$ cat src/rtl/interleaver_if.sv
// interleaver_if: one-bit valid/ready stream link used on both sides of the interleaver
// Ports (signals):
//   valid - data carries a bit this cycle (master -> slave)
//   data  - the bit itself (master -> slave)
//   ready - slave accepts the bit this cycle (slave -> master)
interface interleaver_if;
    logic valid;
    logic data;
    logic ready;
    modport master (output valid, output data, input ready);
    modport slave (input valid, input data, output ready);
endinterface

$ cat src/rtl/interleaver.sv
// interleaver: 802.16 QPSK block interleaver (first permutation) with ping-pong bit banks
// Ports:
//   clock_100 - single rising-edge clock
//   reset     - asynchronous active-high reset, discards all blocks
//   in_s      - coded bit stream from FEC (valid/data in, ready out)
//   out_m     - interleaved bit stream to modulator (valid/data out, ready in)
module interleaver #(
    parameter int NCBPS = 192,
    parameter int D     = 16
) (
    input logic           clock_100,
    input logic           reset,
    interleaver_if.slave  in_s,
    interleaver_if.master out_m
);
    localparam int ROWS = NCBPS / D;
    localparam int AW   = $clog2(NCBPS);
    localparam int CW   = $clog2(D);
    localparam int RW   = $clog2(ROWS);

    logic [NCBPS-1:0] bank_q [2];
    logic [NCBPS-1:0] bank_d [2];
    logic [1:0]       full_q, full_d;
    logic             wr_bank_q, wr_bank_d;
    logic             rd_bank_q, rd_bank_d;
    logic [CW-1:0]    col_q, col_d;
    logic [RW-1:0]    row_q, row_d;
    logic [AW-1:0]    addr_q, addr_d;
    logic [AW-1:0]    k_q, k_d;
    logic [AW-1:0]    rd_addr_q, rd_addr_d;
    logic             wr_fire, rd_fire;

    // Handshake outputs come from registers only; out_data is masked while idle.
    assign in_s.ready  = !full_q[wr_bank_q];
    assign out_m.valid = full_q[rd_bank_q];
    assign out_m.data  = full_q[rd_bank_q] & bank_q[rd_bank_q][rd_addr_q];
    assign wr_fire     = in_s.valid && !full_q[wr_bank_q];
    assign rd_fire     = full_q[rd_bank_q] && out_m.ready;

    always_comb begin
        bank_d    = bank_q;
        full_d    = full_q;
        wr_bank_d = wr_bank_q;
        rd_bank_d = rd_bank_q;
        col_d     = col_q;
        row_d     = row_q;
        addr_d    = addr_q;
        k_d       = k_q;
        rd_addr_d = rd_addr_q;
        if (wr_fire) begin
            bank_d[wr_bank_q][addr_q] = in_s.data;
            // Writer walks the column-major address ROWS*col + row without a multiplier.
            if (k_q == AW'(NCBPS - 1)) begin
                full_d[wr_bank_q] = 1'b1;
                wr_bank_d         = !wr_bank_q;
                col_d             = '0;
                row_d             = '0;
                addr_d            = '0;
                k_d               = '0;
            end else begin
                k_d    = k_q + AW'(1);
                col_d  = (col_q == CW'(D - 1)) ? '0 : col_q + CW'(1);
                row_d  = (col_q == CW'(D - 1)) ? row_q + RW'(1) : row_q;
                addr_d = (col_q == CW'(D - 1)) ? AW'(row_q) + AW'(1) : addr_q + AW'(ROWS);
            end
        end
        // Reader only touches a full bank and writer only an empty one, so the two
        // full_d updates never target the same bank on one edge.
        if (rd_fire) begin
            if (rd_addr_q == AW'(NCBPS - 1)) begin
                full_d[rd_bank_q] = 1'b0;
                rd_bank_d         = !rd_bank_q;
                rd_addr_d         = '0;
            end else begin
                rd_addr_d = rd_addr_q + AW'(1);
            end
        end
    end

    always_ff @(posedge clock_100 or posedge reset) begin
        if (reset) begin
            bank_q    <= '{default: '0};
            full_q    <= '0;
            wr_bank_q <= 1'b0;
            rd_bank_q <= 1'b0;
            col_q     <= '0;
            row_q     <= '0;
            addr_q    <= '0;
            k_q       <= '0;
            rd_addr_q <= '0;
        end else begin
            bank_q    <= bank_d;
            full_q    <= full_d;
            wr_bank_q <= wr_bank_d;
            rd_bank_q <= rd_bank_d;
            col_q     <= col_d;
            row_q     <= row_d;
            addr_q    <= addr_d;
            k_q       <= k_d;
            rd_addr_q <= rd_addr_d;
        end
    end
endmodule

$ cat src/flat_wrapper.sv
// flat-port wrapper written by rule: the top's interface ports become plain ports
module interleaver_flat 
#(
    parameter int NCBPS = 192,
    parameter int D     = 16
)
  (clock_100, reset, in_s_valid, in_s_data, in_s_ready, out_m_valid, out_m_data, out_m_ready);
  interleaver_if in_s_i ();
  interleaver_if out_m_i ();
  input logic clock_100;
  input logic reset;
  input wire logic [$bits(in_s_i.valid)-1:0] in_s_valid;
  input wire logic [$bits(in_s_i.data)-1:0] in_s_data;
  output wire logic [$bits(in_s_i.ready)-1:0] in_s_ready;
  output wire logic [$bits(out_m_i.valid)-1:0] out_m_valid;
  output wire logic [$bits(out_m_i.data)-1:0] out_m_data;
  input wire logic [$bits(out_m_i.ready)-1:0] out_m_ready;
  assign in_s_i.valid = in_s_valid;
  assign in_s_i.data = in_s_data;
  assign in_s_ready = in_s_i.ready;
  assign out_m_valid = out_m_i.valid;
  assign out_m_data = out_m_i.data;
  assign out_m_i.ready = out_m_ready;
  interleaver #(.NCBPS(NCBPS), .D(D)) u_core (.clock_100(clock_100), .reset(reset), .in_s(in_s_i), .out_m(out_m_i));
endmodule
$ cat config.mk
export PLATFORM = sky130hd
export DESIGN_NAME = interleaver_flat
export DESIGN_NICKNAME = d
export VERILOG_FILES = /design/src/rtl/interleaver_if.sv /design/src/rtl/interleaver.sv /design/src/flat_wrapper.sv
export SDC_FILE = /design/constraint.sdc
export NUM_CORES = 1
export LEC_CHECK = 0
export BUFFER_PORTS_ARGS = -buffer_cell sky130_fd_sc_hd__buf_4
export CORE_ASPECT_RATIO = 2
export CORE_MARGIN = 2
export CORE_UTILIZATION = 45
export CTS_CLUSTER_SIZE = 12
export DETAILED_ROUTE_END_ITERATION = 12
export HOLD_SLACK_MARGIN = 0.1
export PLACE_DENSITY = 0.65
export SLEW_MARGIN = 20
export SYNTH_ARGS = -nofsm -noshare
export SYNTH_HDL_FRONTEND = slang
export SYNTH_SLANG_ARGS = --single-unit
$ cat constraint.sdc
create_clock -name clock_100 -period 25.8 [get_ports clock_100]
set_clock_uncertainty 0.15 [all_clocks]
set_input_delay 2.58 -clock clock_100 [delete_from_list [all_inputs] [get_ports clock_100]]
set_output_delay 2.58 -clock clock_100 [all_outputs]
set_load 0.02 [all_outputs]
# --- Yosys cells after proc, flatten, opt, wreduce, memory -nomap -nowiden ---
# Cells that the tools add are included.
word_totals:
  in_bits: 5
  ff_bits: 420
op_classes:
  bitwise: 6
  eq_ne: 3
  mux: 30
  add_sub_neg: 6
  n_reduce_logical: 13
  order_cmp: 10
ops:
  columns: ["op", "n"]
  rows:
  - ["2-to-1 mux 192 bit", 4]
  - ["bitwise mux 384 bit", 1]
  - ["demux 192 bit (select 1 bit)", 1]
  - ["2-to-1 mux 8 bit", 4]
  - ["less-than comparator 8 x 9 -> 1 bit (second input constant)", 2]
  - ["adder 8 x 1 -> 8 bit (second input constant)", 2]
  - ["== test 8 bit (second input constant)", 2]
  - ["2-to-1 mux 4 bit", 4]
  - ["adder 4 x 1 -> 4 bit (second input constant)", 2]
  - ["adder 8 x 4 -> 8 bit (second input constant)", 1]
  - ["binary-select mux 1 bit (select 8 bit)", 1]
  - ["demux 1 bit (select 8 bit)", 1]
  - ["greater-or-equal comparator 8 x 1 -> 1 bit (second input constant)", 1]
  - ["2-to-1 mux 1 bit", 8]
  - ["2-to-1 mux 2 bit", 4]
  - ["logical AND 1 bit", 6]
  - ["AND reduction 2 bit", 3]
  - ["adder 4 x 1 -> 5 bit (second input constant)", 1]
  - ["== test 4 bit (second input constant)", 1]
  - ["greater-or-equal comparator 2 bit (second input constant)", 2]
  - ["less-than comparator 1 x 2 -> 1 bit (second input constant)", 2]
  - ["NOT 1 -> 2 bit", 2]
  - ["zero test 1 bit", 3]
  - ["bitwise AND 2 bit", 1]
  - ["other kinds (7)", 9]

# --- Longest topological paths before layout ---
depth:
  ltp_word: 10
  ltp_mapped: 10

# --- Least setup slack after synthesis ---
# OpenSTA, ideal clock, no wires.
synth_timing:
  path_kind: "register to output"
  startpoint: "register u_core.rd_addr_q[0]"
  endpoint: "output port out_m_data"
  required_ns: 23.070
  arrival_time_ns: 2.089
  path_stages_with_launch: 11
  n_path_buf: 3
  path_slack_ns: 20.981
  path_cell_list: "dfrtp_1 -> buf_6 -> buf_8 -> buf_12 -> mux4_2 -> mux2i_1 -> nor3_1 -> a2111oi_2 -> o21ai_1 -> nand4_1 -> nand3_1"
synth_via:
  elab_chain_len: 3
synth_lines:
  columns: ["item", "line", "source"]
  rows:
  - ["start, declared", "interleaver.sv:30", "logic [AW-1:0] rd_addr_q, rd_addr_d;"]
  - ["start signal, assigned", "interleaver.sv:100", "rd_addr_q <= rd_addr_d;"]
  - ["binary-select mux 1 bit (select 8 bit)", "interleaver.sv:36", "assign out_m.data = full_q[rd_bank_q] & bank_q[rd_bank_q][rd_addr_q];"]
  - ["2-to-1 mux 1 bit (not written as such)", "interleaver.sv:36", null]
  - ["bitwise AND 1 bit", "interleaver.sv:36", null]
  - ["end, declared", "flat_wrapper.sv:16", "output wire logic [$bits(out_m_i.data)-1:0] out_m_data;"]
# No other way between the ends. The select of a mux whose other input is x is not followed.

# --- Final worst setup path ---
# Same ends and word-level chain as after synthesis.

==> reports/qor.txt <==
RSZ-0062 raised after global routing - false
CP required - 23.07 ns
cts hold-fix bufs - 0
Async SR Flop Fraction - 100%
fraction of the mapped netlist area in adder cells - 0.531%
setup TNS - 0 ns
Final nets - 1810
first-pass GRT wire length - 96.3 mm
Synth area leader - dfrtp_1
CTS Sinks - 420
Least-Margin Pin Slew - 1.16 ns
vertical die dimension - 311 µm
clk_lat worst skew - 0.55 ns
area grow syn2layout - 7.82%
Placement Rows - 112
share of the synthesized area in compound gates (AO/OA/AOI/OAI) - 4.09%
clock power share - 34.8%
worst setup path class - flip-flop to output pin
Placer Congestion - 0.913
Max-Cap Viols - 0
final setup fails - 0
Clock Tree Buf Depth - 3
CTS Buf Count - 41
Simple-Gate Fraction of Synth Area - 13.1%
Syn Area/Cell - 11.4 µm²
WL per Instance - 25.7 µm
Final Cycle Share - 28.1%
DR pass1 iterations - 5
Starting Density - 45.5%
Seq/Total Area, Yosys - 49.5%
Total Routed Length - 62.7 mm
Leakage Power - 10.6 nW
GRT overflow - 0
Max FO, Critical Path - 28
hpwl dp - 39.5 mm
post-synthesis cell type count - 57
syn_nets - 1876
initial antenna violation count - 1
TritonCTS clock tree - done
Fin. Hold Viols - 0
part of the power in combinational logic - 16.7%
Overall Global Routing Usage - 26.3%
register bit total from synthesis - 420
Startpoint Class - flip-flop
Vias - 14780
status - completed
vias per cell - 6.07
Power Density - 69.5 mW/mm²
FMAX - 138 MHz
Relative slew margins - 22.2%
EDFF count, synth - 0
proportion of synthesized area in mux cells - 28.7%
CP Capture Type - output pin
Core ar. - 0.0467 mm²
CP arrival - 4.51 ns
Sw Pwr - 0.486 mW
H-Tree Level Count - 2
# fillers - 4126
post-synthesis cell count - 1862
# Post-CTS Setup Buffers - 0
Initial DRC Count - 1312
ANT nets after route - 0
Yosys top cell area share - 49.5%
# port buffers - 7
Slew Limit Fails - 0
xor/xnor share of the synthesized area - 0.578%
Max VDD drop - 0.0000714 V
worst hold path class - flip-flop to flip-flop
final hold slack - 0.331 ns
combinational family with the most area after synthesis - multiplexers
share of layout cells above drive strength 1 - 10.9%
die footprint - 0.0490 mm²
Root Driver - clkbuf_16
vias in the first global route - 15578
post-cts resize count - 0
Primary FF master, synth - dfrtp_1
yosys warns - 0
die span in x - 158 µm
Post-Syn Area - 0.0212 mm²
largest net degree at the start of global routing - 180
io pins - 8
most area-consuming cells after synthesis - dfrtp_1, mux2_1, mux4_2, nand2_1, nor2_1
Clock Pin Slew Worst Setup and Hold Paths - 0.06 ns
switch share - 30.6%
sequential share of power - 48.5%
fin crit period - 7.24 ns
drt drc - 0
ANT cells - 0
Internal - 1.10 mW
-- sequential cells by signal, summed over array words and instances, names as in the netlist --
register          flops
u_core.bank_q       384
u_core.addr_q         8
u_core.k_q            8
u_core.rd_addr_q      8
u_core.col_q          4
u_core.row_q          4
u_core.full_q         2
u_core.rd_bank_q      1
u_core.wr_bank_q      1
-- stage by stage --
step,util [%],total power [mW],setup slack (ns),cell area [µm²],cells
3_5_place_dp,46.5,1.04,19.18,21700,2378
5_1_grt,49.0,1.65,18.36,22900,2436
6_report,49.0,1.59,18.56,22900,2436
2_1_floorplan,-,0.927,11.38,21200,1862
4_1_cts,48.9,1.59,18.59,22800,2434
3_3_place_gp,46.5,1.03,19.15,21700,2378
-- worst max-delay path, cell delays in order, from the launching register on --
cell and delay, ns:
dfrtp_4 0.79, buf_4 0.55, buf_4 0.51, mux4_2 0.56
nand2_1 0.08, a21oi_1 0.08, o311ai_1 0.69, o211ai_1 0.17
o2111ai_1 0.12, nand3_1 0.16, buf_4 0.20
-- cells in the mapped netlist (4+ instances only) --
master	n
and2_1	21
a31oi_1	5
o21ai_0	27
inv_1	8
a311oi_1	4
nand2_1	376
mux2_1	339
nand4_1	6
nor2_1	128
xnor2_1	8
nor2b_1	10
buf_1	6
a22o_1	4
and3_1	8
dfrtp_1	420
ha_1	9
buf_6	7
a32oi_1	4
nor3_1	8
buf_4	4
a21oi_1	15
xor2_1	6
mux4_2	87
buf_2	21
o22ai_1	5
clkbuf_1	117
a22oi_1	12
mux2i_1	27
mux2_2	4
a221oi_1	4
o21ai_1	40
nand2b_1	5
nand3_1	76
-- worst paths after layout --
check	end	from	cells past startpoint	slack (ns)
setup / recovery	out_m_data	u_core.rd_addr_q[0]	10	18.56
hold / removal	u_core.bank_q[159]	u_core.bank_q[159]	1	0.33
setup reg to reg	u_core.bank_q[242]	u_core.addr_q[5]	4	22.72
hold reg to reg	u_core.bank_q[159]	u_core.bank_q[159]	1	0.33
max in group asynchronous	u_core.bank_q[164]	reset	7	20.41
min in group asynchronous	u_core.bank_q[341]	reset	2	1.95
-- power by group through the flow --
stage / Combinational, mW / Sequential (mW) / Clock (mW)
floorplan: 0.171 / 0.756 / 0
global placement: 0.253 / 0.777 / 0
detailed placement: 0.260 / 0.781 / 0
CTS: 0.260 / 0.769 / 0.562
global route: 0.281 / 0.778 / 0.587
finish: 0.265 / 0.772 / 0.553
-- layer usage --
layer,track usage (%),part of all wire (%),up-vias
met5,0,0.029,-
met4,18.6,8.6,2
met3,3.18,5.7,240
met2,44.2,50,589
met1,30.8,35,7584
li1,-,-,6365
-- layout by cell type (no fill, tap or decap), types with 5 or more instances in the layout --
cell	count
mux4_2	87
nor2_1	126
nor2b_1	10
xnor2_1	8
nand3_1	76
mux2_1	339
inv_1	7
nor3_1	8
clkbuf_1	10
o22ai_1	5
a21oi_1	15
nand2_1	376
nand4_1	6
nand2b_1	5
xor2_1	6
a31oi_1	5
a22oi_1	12
clkbuf_16	43
mux2i_1	27
o21ai_1	40
ha_1	9
dfrtp_1	417
and2_1	21
o21ai_0	27
and3_1	8
buf_4	44
-- logic make-up after synthesis --
kind of cell             Yosys count
XOR/XNOR                          14
adder cells (fa/ha/maj)            9
AND/OR/NAND/NOR                  656
flip-flops                       420
multiplexers                     457
buffers and inverters            167
AO/OA/AOI/OAI                    139
-- final cells by class --
| class | count | area (µm²) | share of cell area (%) |
|---|---|---|---|
| clock inverter | 2 | 13.8 | 0.0601 |
| timing repair buffer | 48 | 412 | 1.80 |
| clock buffer | 54 | 1130 | 4.93 |
| inverter | 10 | 45.0 | 0.197 |
| multi-input combinational | 1275 | 9980 | 43.6 |
| sequential | 420 | 10500 | 46.0 |
| tap | 627 | 785 | 3.43 |
Power figures use the tool's default switching activity.
